### config.mk
export PLATFORM = sky130hd
export DESIGN_NAME = axi_trace_recorder
export DESIGN_NICKNAME = d
export VERILOG_FILES = /design/src/rtl/axi_trace_recorder.sv
export SDC_FILE = /design/constraint.sdc
export NUM_CORES = 2
export LEC_CHECK = 0
export CAP_MARGIN = 10
export CORE_ASPECT_RATIO = 0.9
export CORE_MARGIN = 2
export CORE_UTILIZATION = 65
export DETAILED_ROUTE_END_ITERATION = 8
export PLACE_DENSITY_LB_ADDON = 0.08
export SYNTH_ARGS = -nofsm -noshare
export SYNTH_HDL_FRONTEND = slang
export SYNTH_SLANG_ARGS = --single-unit
### constraint.sdc
create_clock -name clk -period 17.88 [get_ports clk]
set_input_delay 4.47 -clock clk [delete_from_list [all_inputs] [get_ports clk]]
set_output_delay 4.47 -clock clk [all_outputs]
set_load 0.005 [all_outputs]
### src/rtl/axi_trace_recorder.sv
// Passive AXI4 AW/AR address-channel recorder: one record per captured handshake, held in a FWFT FIFO.
// Optional address filter is compiled in by defining AXI_TRACE_FILTER_EN.
module axi_trace_recorder #(
    parameter int ADDR_WIDTH = 32,
    parameter int ID_WIDTH   = 4,
    parameter int DEPTH      = 16,
    parameter int REC_W      = 46 + ID_WIDTH + ADDR_WIDTH
) (
    input  logic                   clk,
    input  logic                   rst,
    input  logic                   trace_en,
    input  logic                   aw_valid,
    input  logic                   aw_ready,
    input  logic [ID_WIDTH-1:0]    aw_id,
    input  logic [ADDR_WIDTH-1:0]  aw_addr,
    input  logic [7:0]             aw_len,
    input  logic [2:0]             aw_size,
    input  logic [1:0]             aw_burst,
    input  logic                   ar_valid,
    input  logic                   ar_ready,
    input  logic [ID_WIDTH-1:0]    ar_id,
    input  logic [ADDR_WIDTH-1:0]  ar_addr,
    input  logic [7:0]             ar_len,
    input  logic [2:0]             ar_size,
    input  logic [1:0]             ar_burst,
`ifdef AXI_TRACE_FILTER_EN
    input  logic [ADDR_WIDTH-1:0]  filt_base,
    input  logic [ADDR_WIDTH-1:0]  filt_mask,
`endif
    output logic                   rec_valid,
    input  logic                   rec_ready,
    output logic [REC_W-1:0]       rec_data,
    output logic [$clog2(DEPTH):0] rec_count,
    output logic [15:0]            drop_count,
    output logic                   overflow,
    input  logic                   clr_drop
);
    localparam int PW = $clog2(DEPTH);
    localparam int CW = PW + 1;

    logic [31:0]      ts_q;
    logic [REC_W-1:0] mem_q [DEPTH];
    logic [PW-1:0]    wrPtr_q;
    logic [PW-1:0]    rdPtr_q;
    logic [CW-1:0]    count_q, count_d;
    logic [REC_W-1:0] recData_q, recData_d;
    logic [15:0]      dropCount_q, dropCount_d;
    logic             overflow_q, overflow_d;

    logic             awMatch, arMatch;
    logic             awFire, arFire;
    logic             pop;
    logic             storeAw, storeAr;
    logic [CW:0]      avail;
    logic [1:0]       nDrop;
    logic [CW-1:0]    nPush;
    logic [CW-1:0]    remaining;
    logic [PW-1:0]    arSlot;
    logic [16:0]      dropSum;
    logic [REC_W-1:0] awRec, arRec;

`ifdef AXI_TRACE_FILTER_EN
    assign awMatch = ((aw_addr & filt_mask) == (filt_base & filt_mask));
    assign arMatch = ((ar_addr & filt_mask) == (filt_base & filt_mask));
`else
    assign awMatch = 1'b1;
    assign arMatch = 1'b1;
`endif

    assign awFire = aw_valid & aw_ready & trace_en & awMatch;
    assign arFire = ar_valid & ar_ready & trace_en & arMatch;
    assign awRec  = {ts_q, 1'b1, aw_id, aw_addr, aw_len, aw_size, aw_burst};
    assign arRec  = {ts_q, 1'b0, ar_id, ar_addr, ar_len, ar_size, ar_burst};

    assign rec_valid  = (count_q != '0);
    assign pop        = rec_valid & rec_ready;
    assign rec_data   = recData_q;
    assign rec_count  = count_q;
    assign drop_count = dropCount_q;
    assign overflow   = overflow_q;

    // A same-cycle pop frees its slot before the pushes are checked for room.
    assign avail = (CW+1)'(DEPTH) - {1'b0, count_q} + {{CW{1'b0}}, pop};

    always_comb begin
        storeAw     = awFire && (avail != '0);
        storeAr     = arFire && (storeAw ? (avail >= (CW+1)'(2)) : (avail != '0));
        nDrop       = {1'b0, awFire & ~storeAw} + {1'b0, arFire & ~storeAr};
        nPush       = CW'(storeAw) + CW'(storeAr);
        count_d     = count_q + nPush - CW'(pop);
        remaining   = count_q - CW'(pop);
        arSlot      = wrPtr_q + PW'(storeAw);
        dropSum     = {1'b0, dropCount_q} + {15'd0, nDrop};
        recData_d   = recData_q;
        dropCount_d = dropCount_q;
        overflow_d  = overflow_q;

        // The output register always tracks the head; if the FIFO drains empty it keeps its last value.
        if (count_d != '0) begin
            if (remaining == '0) begin
                recData_d = storeAw ? awRec : arRec;
            end else begin
                recData_d = mem_q[rdPtr_q + PW'(pop)];
            end
        end

        if (clr_drop) begin
            dropCount_d = '0;
            overflow_d  = 1'b0;
        end else if (nDrop != '0) begin
            dropCount_d = dropSum[16] ? 16'hFFFF : dropSum[15:0];
            overflow_d  = 1'b1;
        end
    end

    always_ff @(posedge clk) begin
        if (rst) begin
            ts_q        <= '0;
            wrPtr_q     <= '0;
            rdPtr_q     <= '0;
            count_q     <= '0;
            recData_q   <= '0;
            dropCount_q <= '0;
            overflow_q  <= 1'b0;
        end else begin
            ts_q        <= ts_q + 32'd1;
            wrPtr_q     <= wrPtr_q + PW'(nPush);
            rdPtr_q     <= rdPtr_q + PW'(pop);
            count_q     <= count_d;
            recData_q   <= recData_d;
            dropCount_q <= dropCount_d;
            overflow_q  <= overflow_d;
        end
    end

    always_ff @(posedge clk) begin
        if (!rst) begin
            if (storeAw) mem_q[wrPtr_q] <= awRec;
            if (storeAr) mem_q[arSlot]  <= arRec;
        end
    end
endmodule

# [Word level (Yosys, flattened, before mapping)]
# Memory sizes are Yosys's and may differ from the RTL's.
# Index checks and enable logic that the tools add are counted.
[word_totals] regBits=144 latchBits=0 ram_bits=1312 mem_bits_ro=0 out_inout_bits=105 wordCells=48 n_memories=1
[classes] add_sub_neg=12 mul=0 div=0 magnitude_cmp=1 eq_ne=0 shift=0 muxes=10 bitwise_logic=9 n_reduce_logical=8
[memory_table] memory="mem_q" depth=16 word_bits=82 read_ports=1 rd_clocked_by_memory_dff=0 write_ports=2 line="42" source="logic [REC_W-1:0] mem_q [DEPTH];"
[ops] op="$mux W82" count=1
[ops] op="$mux W50" count=1
[ops] op="$add A32 B1 Y32 const B" count=1
[ops] op="$add A16 B2 Y17" count=1
[ops] op="$mux W16" count=1
[ops] op="$reduce_bool A5 Y1" count=2
[ops] op="$sub A5 B1 Y5" count=2
[ops] op="$add A4 B1 Y4" count=2
[ops] op="$and A1 B1 Y1" count=7
[ops] op="$mux W1" count=7
[ops] op="$add A6 B1 Y6" count=1
[ops] op="$ge A6 B2 Y1 const B" count=1
[ops] op="$reduce_bool A6 Y1" count=1
[ops] op="$sub A5 B5 Y6 const A" count=1
[ops] op="$add A5 B2 Y5" count=1
[ops] op="$logic_not A5 Y1" count=1
[ops] op="$add A1 B1 Y2" count=2
[ops] op="$add A4 B2 Y4" count=1
[ops] op="$logic_and A1 B1 Y1" count=2
[ops] op="$not A1 Y1" count=2
[ops] op="$reduce_bool A2 Y1" count=1
[ops] op="$reduce_or A2 Y1" count=1

# [Logic depth before layout (Yosys ltp)]
[logic_depth] word_depth=12 mapped_depth=29 ltp_nobuf=23

# [Least setup slack after synthesis]
# No wires, ideal clock.
[synth_path] path_type="input-to-reg" from="in rec_ready" to="mem mem_q[4][0] in the netlist's numbering, enable pin" arrival_ns=10.374 required_ns=17.406 setup_slack_ns=7.032 cell_stages=16 path_cell_list="nand2_1 -> ha_1 -> inv_1 -> ha_1 -> or4b_4 -> a211o_1 -> a21oi_1 -> clkbuf_1 -> nor2_1 -> ha_1 -> ha_1 -> or3_1 -> clkbuf_1 -> nor3_2 -> nand2b_4 -> clkbuf_1"
[synth_rtl] element="start, declared" line="31" source="input logic rec_ready,"
[synth_rtl] element="end, declared" line="42"

==> impl_metrics.env <==
export IMPL_ios=212
export IMPL_synth_seq_area_share_pct=60.9
export IMPL_synth_nets=4794
export IMPL_synthCells=4659
export IMPL_relSlewSlack_pct=12.8
export IMPL_clock_root_buffer="clkbuf_16"
export IMPL_peakVddDrop_v=0.000181
export IMPL_path_cells="clkdlybuf4s50_1 > nand2_1 > ha_1 > inv_1 > ha_1 > or4b_4 > a211o_1 > a21oi_4 > buf_4 > nor2_1 > ha_1 > nand3_1 > xor2_1 > nand2_1 > nor3_4 > buf_4 > nand2b_4 > buf_4"
export IMPL_ys_types=58
export IMPL_max_freq_mhz=89.4
export IMPL_cp_end_kind="flip-flop"
export IMPL_crit_path_top_delay_cell="buf_4"
export IMPL_placed_cell_area_sq_um=71400
export IMPL_dp_hpwl_mm=103
export IMPL_p_switching_uw=2900
export IMPL_drt_iter0_drc=6620
export IMPL_groute_usage_overall_pct=34.5
export IMPL_cts_sinks=1456
export IMPL_dieArea_sq_um=109000
export IMPL_design_area_sq_um=76100
export IMPL_cts_resized=0
export IMPL_grt_overflow_total=0
export IMPL_fp_dieH_um=314
export IMPL_drt_wl_total_mm=187
export IMPL_status="finished clean"
export IMPL_worst_slew_pin_slew_ns=1.30
export IMPL_drc=0
export IMPL_rows=113
export IMPL_start_util_pct=65.6
export IMPL_antenna_left=0
export IMPL_clock_path_buffers=3
export IMPL_postCtsSetupBuffers=0
export IMPL_async_reset_ff_share_pct=0
export IMPL_swShare_pct=29.6
export IMPL_grt_pass1_wl_mm=278
export IMPL_crit_buf_inv=5
export IMPL_htreeDepth=4
export IMPL_cp_top_family="buffers and inverters"
export IMPL_gp_congestion=0.823
export IMPL_wl_per_cell_um=31.3
export IMPL_required_ns=18.25
export IMPL_final_common_cell="edfxtp_1"
export IMPL_path_clk_slew_ns=0.06
export IMPL_syn_cell_area_sq_um=69200
export IMPL_seq_power_share_pct=39.2
export IMPL_rsz0062_at_grt="false"
export IMPL_die_x_um=348
export IMPL_cp_data_arrival_time_ns=11.55
export IMPL_critical_path_startpoint_type="input pin"
export IMPL_final_core_util_pct=72.1
export IMPL_crit_path_max_incr_delay_ns=0.80
export IMPL_fin_skew_ns=0.0219
export IMPL_dr_pass1_iters=6
export IMPL_synthFlopType="edfxtp_1"
export IMPL_worstSetupPathType="in2reg"
export IMPL_clock_power_share_pct=31.1
export IMPL_synth_edff_count=1296
export IMPL_coreArea_sq_um=105000
export IMPL_synthToLayoutAreaGrowth_pct=9.97
export IMPL_synth_seq_cells=1456
export IMPL_port_buffer_count=211
export IMPL_grt_pass1_vias=43000
export IMPL_worst_slack_ns=6.70
export IMPL_cts_made_buffers=148
export IMPL_slew_viol_final=0
export IMPL_period_needed_ns=11.18
export IMPL_clk_latency_ns=0.76
export IMPL_fillers=6586
export IMPL_final_layout_size_suffix_gt1_share_pct=16.8
export IMPL_final_nets=4595
export IMPL_path_max_fanout=67
export IMPL_totalNegativeSetupSlack_ns=0
export IMPL_hold_buffers=0
export IMPL_pre_cts_ws_ns=6.08
export IMPL_finalSetupViolCount=0
export IMPL_timing_final_crit_share_pct=62.5
export IMPL_power_density_nw_per_um2=129
export IMPL_maxCapViolations=0
export IMPL_vias=43200
export IMPL_p_leak_uw=0.0260
export IMPL_avgSynthCellArea_sq_um=14.8
export IMPL_hold_class="reg2reg"
export IMPL_vias_per_cell=7.24
export IMPL_antenna_found_initial=3
export IMPL_power_share_combinational_pct=29.7
export IMPL_cts_tree="built"
export IMPL_grt_max_degree=135
export IMPL_hold_viol=0
export IMPL_yosysWarnings=0
export IMPL_layout_common_cells="1296 x edfxtp_1, 784 x a22o_1, 482 x and2_1"
export IMPL_p_int_uw=6920
[cell families after synthesis]
kind of cell	share of synthesized area (%)
flip-flops	60.9
AO/OA/AOI/OAI	12.8
AND/OR/NAND/NOR	7.70
buffers and inverters	4.10
multiplexers	13.4
XOR/XNOR	0.582
adder cells (fa/ha/maj)	0.539
[flip-flops by register name, indices dropped and copies added (netlist names)]
| name | flops |
|---|---|
| mem_q | 1312 |
| rec_data | 82 |
| ts_q | 32 |
| drop_count | 16 |
| rec_count | 5 |
| rdPtr_q | 4 |
| wrPtr_q | 4 |
| overflow | 1 |
[metal layers]
metal	track usage, %	part of all wire, %	routed length, um	up-vias
met1	50.0	38	71300	21800
met4	10.3	2.5	4750	4
met2	51.7	46	85200	3075
li1	-	-	-	17900
met5	0	0.013	24	-
met3	9.77	14	25500	370
[cells in the mapped netlist (9+ instances only)]
cell type,n,area (sq um)
nor2_1,154,578
a22o_1,784,6870
a211oi_1,34,255
a211o_1,50,438
inv_1,39,146
nand3_1,27,135
nor2b_1,42,263
nand2b_1,13,81.3
ha_1,25,313
xnor2_1,22,193
a21oi_1,120,601
nand4_1,23,144
mux4_2,410,9230
xor2_1,24,210
nor3_1,9,45.0
dfxtp_1,160,3200
and2_1,482,3020
a31oi_1,49,307
buf_4,18,135
clkbuf_1,452,1700
buf_2,85,425
edfxtp_1,1296,38900
buf_6,14,158
o21ai_0,54,270
buf_1,74,278
nand2_1,107,402
[worst reg2reg max path: cells and delay by family, from the launching register on]
family | cells | cell delay (ns)
buf+inv | 5 | 2.41
xor+xnor | 1 | 0.71
simple gates | 8 | 3.17
compound gates | 2 | 0.51
fa+ha+maj | 4 | 1.09
flops | 1 | 0.39
[cell type report]
type / count / area [sq um] / share of cell area (%)
sequential: 1456 / 42100 / 55.4
tap: 1380 / 1730 / 2.27
antenna: 1 / 2.50 / 0.00329
clock buffer: 202 / 4080 / 5.36
multi-input combinational: 2521 / 24600 / 32.3
clock inverter: 70 / 631 / 0.829
timing repair buffer: 294 / 2770 / 3.65
inverter: 39 / 151 / 0.199
[per-stage QoR]
step | power, uW | cells | hold WS [ns]
floorplan | 5940 | 4659 | 0.422
global route | 10100 | 5962 | 0.454
detailed placement | 6810 | 5690 | 0.435
global placement | 6790 | 5690 | 0.429
CTS | 9820 | 5962 | 0.443
finish | 9820 | 5963 | 0.443
[power groups by stage]
stage                     Sequential [uW]  Clock, uW  Combinational (uW)
after global routing                 3850       3200                3080
after CTS                            3850       3070                2910
after detailed placement             3920          0                2890
after global placement               3910          0                2880
final                                3850       3050                2920
after floorplan                      3900          0                2040
[worst paths after layout]
| path | start | cells past startpoint | slack (ns) | to |
|---|---|---|---|---|
| min | mem_q[3][49] | 2 | 0.44 | mem_q[3][49] |
| min reg2reg | mem_q[3][49] | 2 | 0.44 | mem_q[3][49] |
| max reg2reg | rec_count[3] | 20 | 9.15 | mem_q[4][76] |
| max | rec_ready | 18 | 6.70 | mem_q[4][76] |
Power figures use the tool's default switching activity.
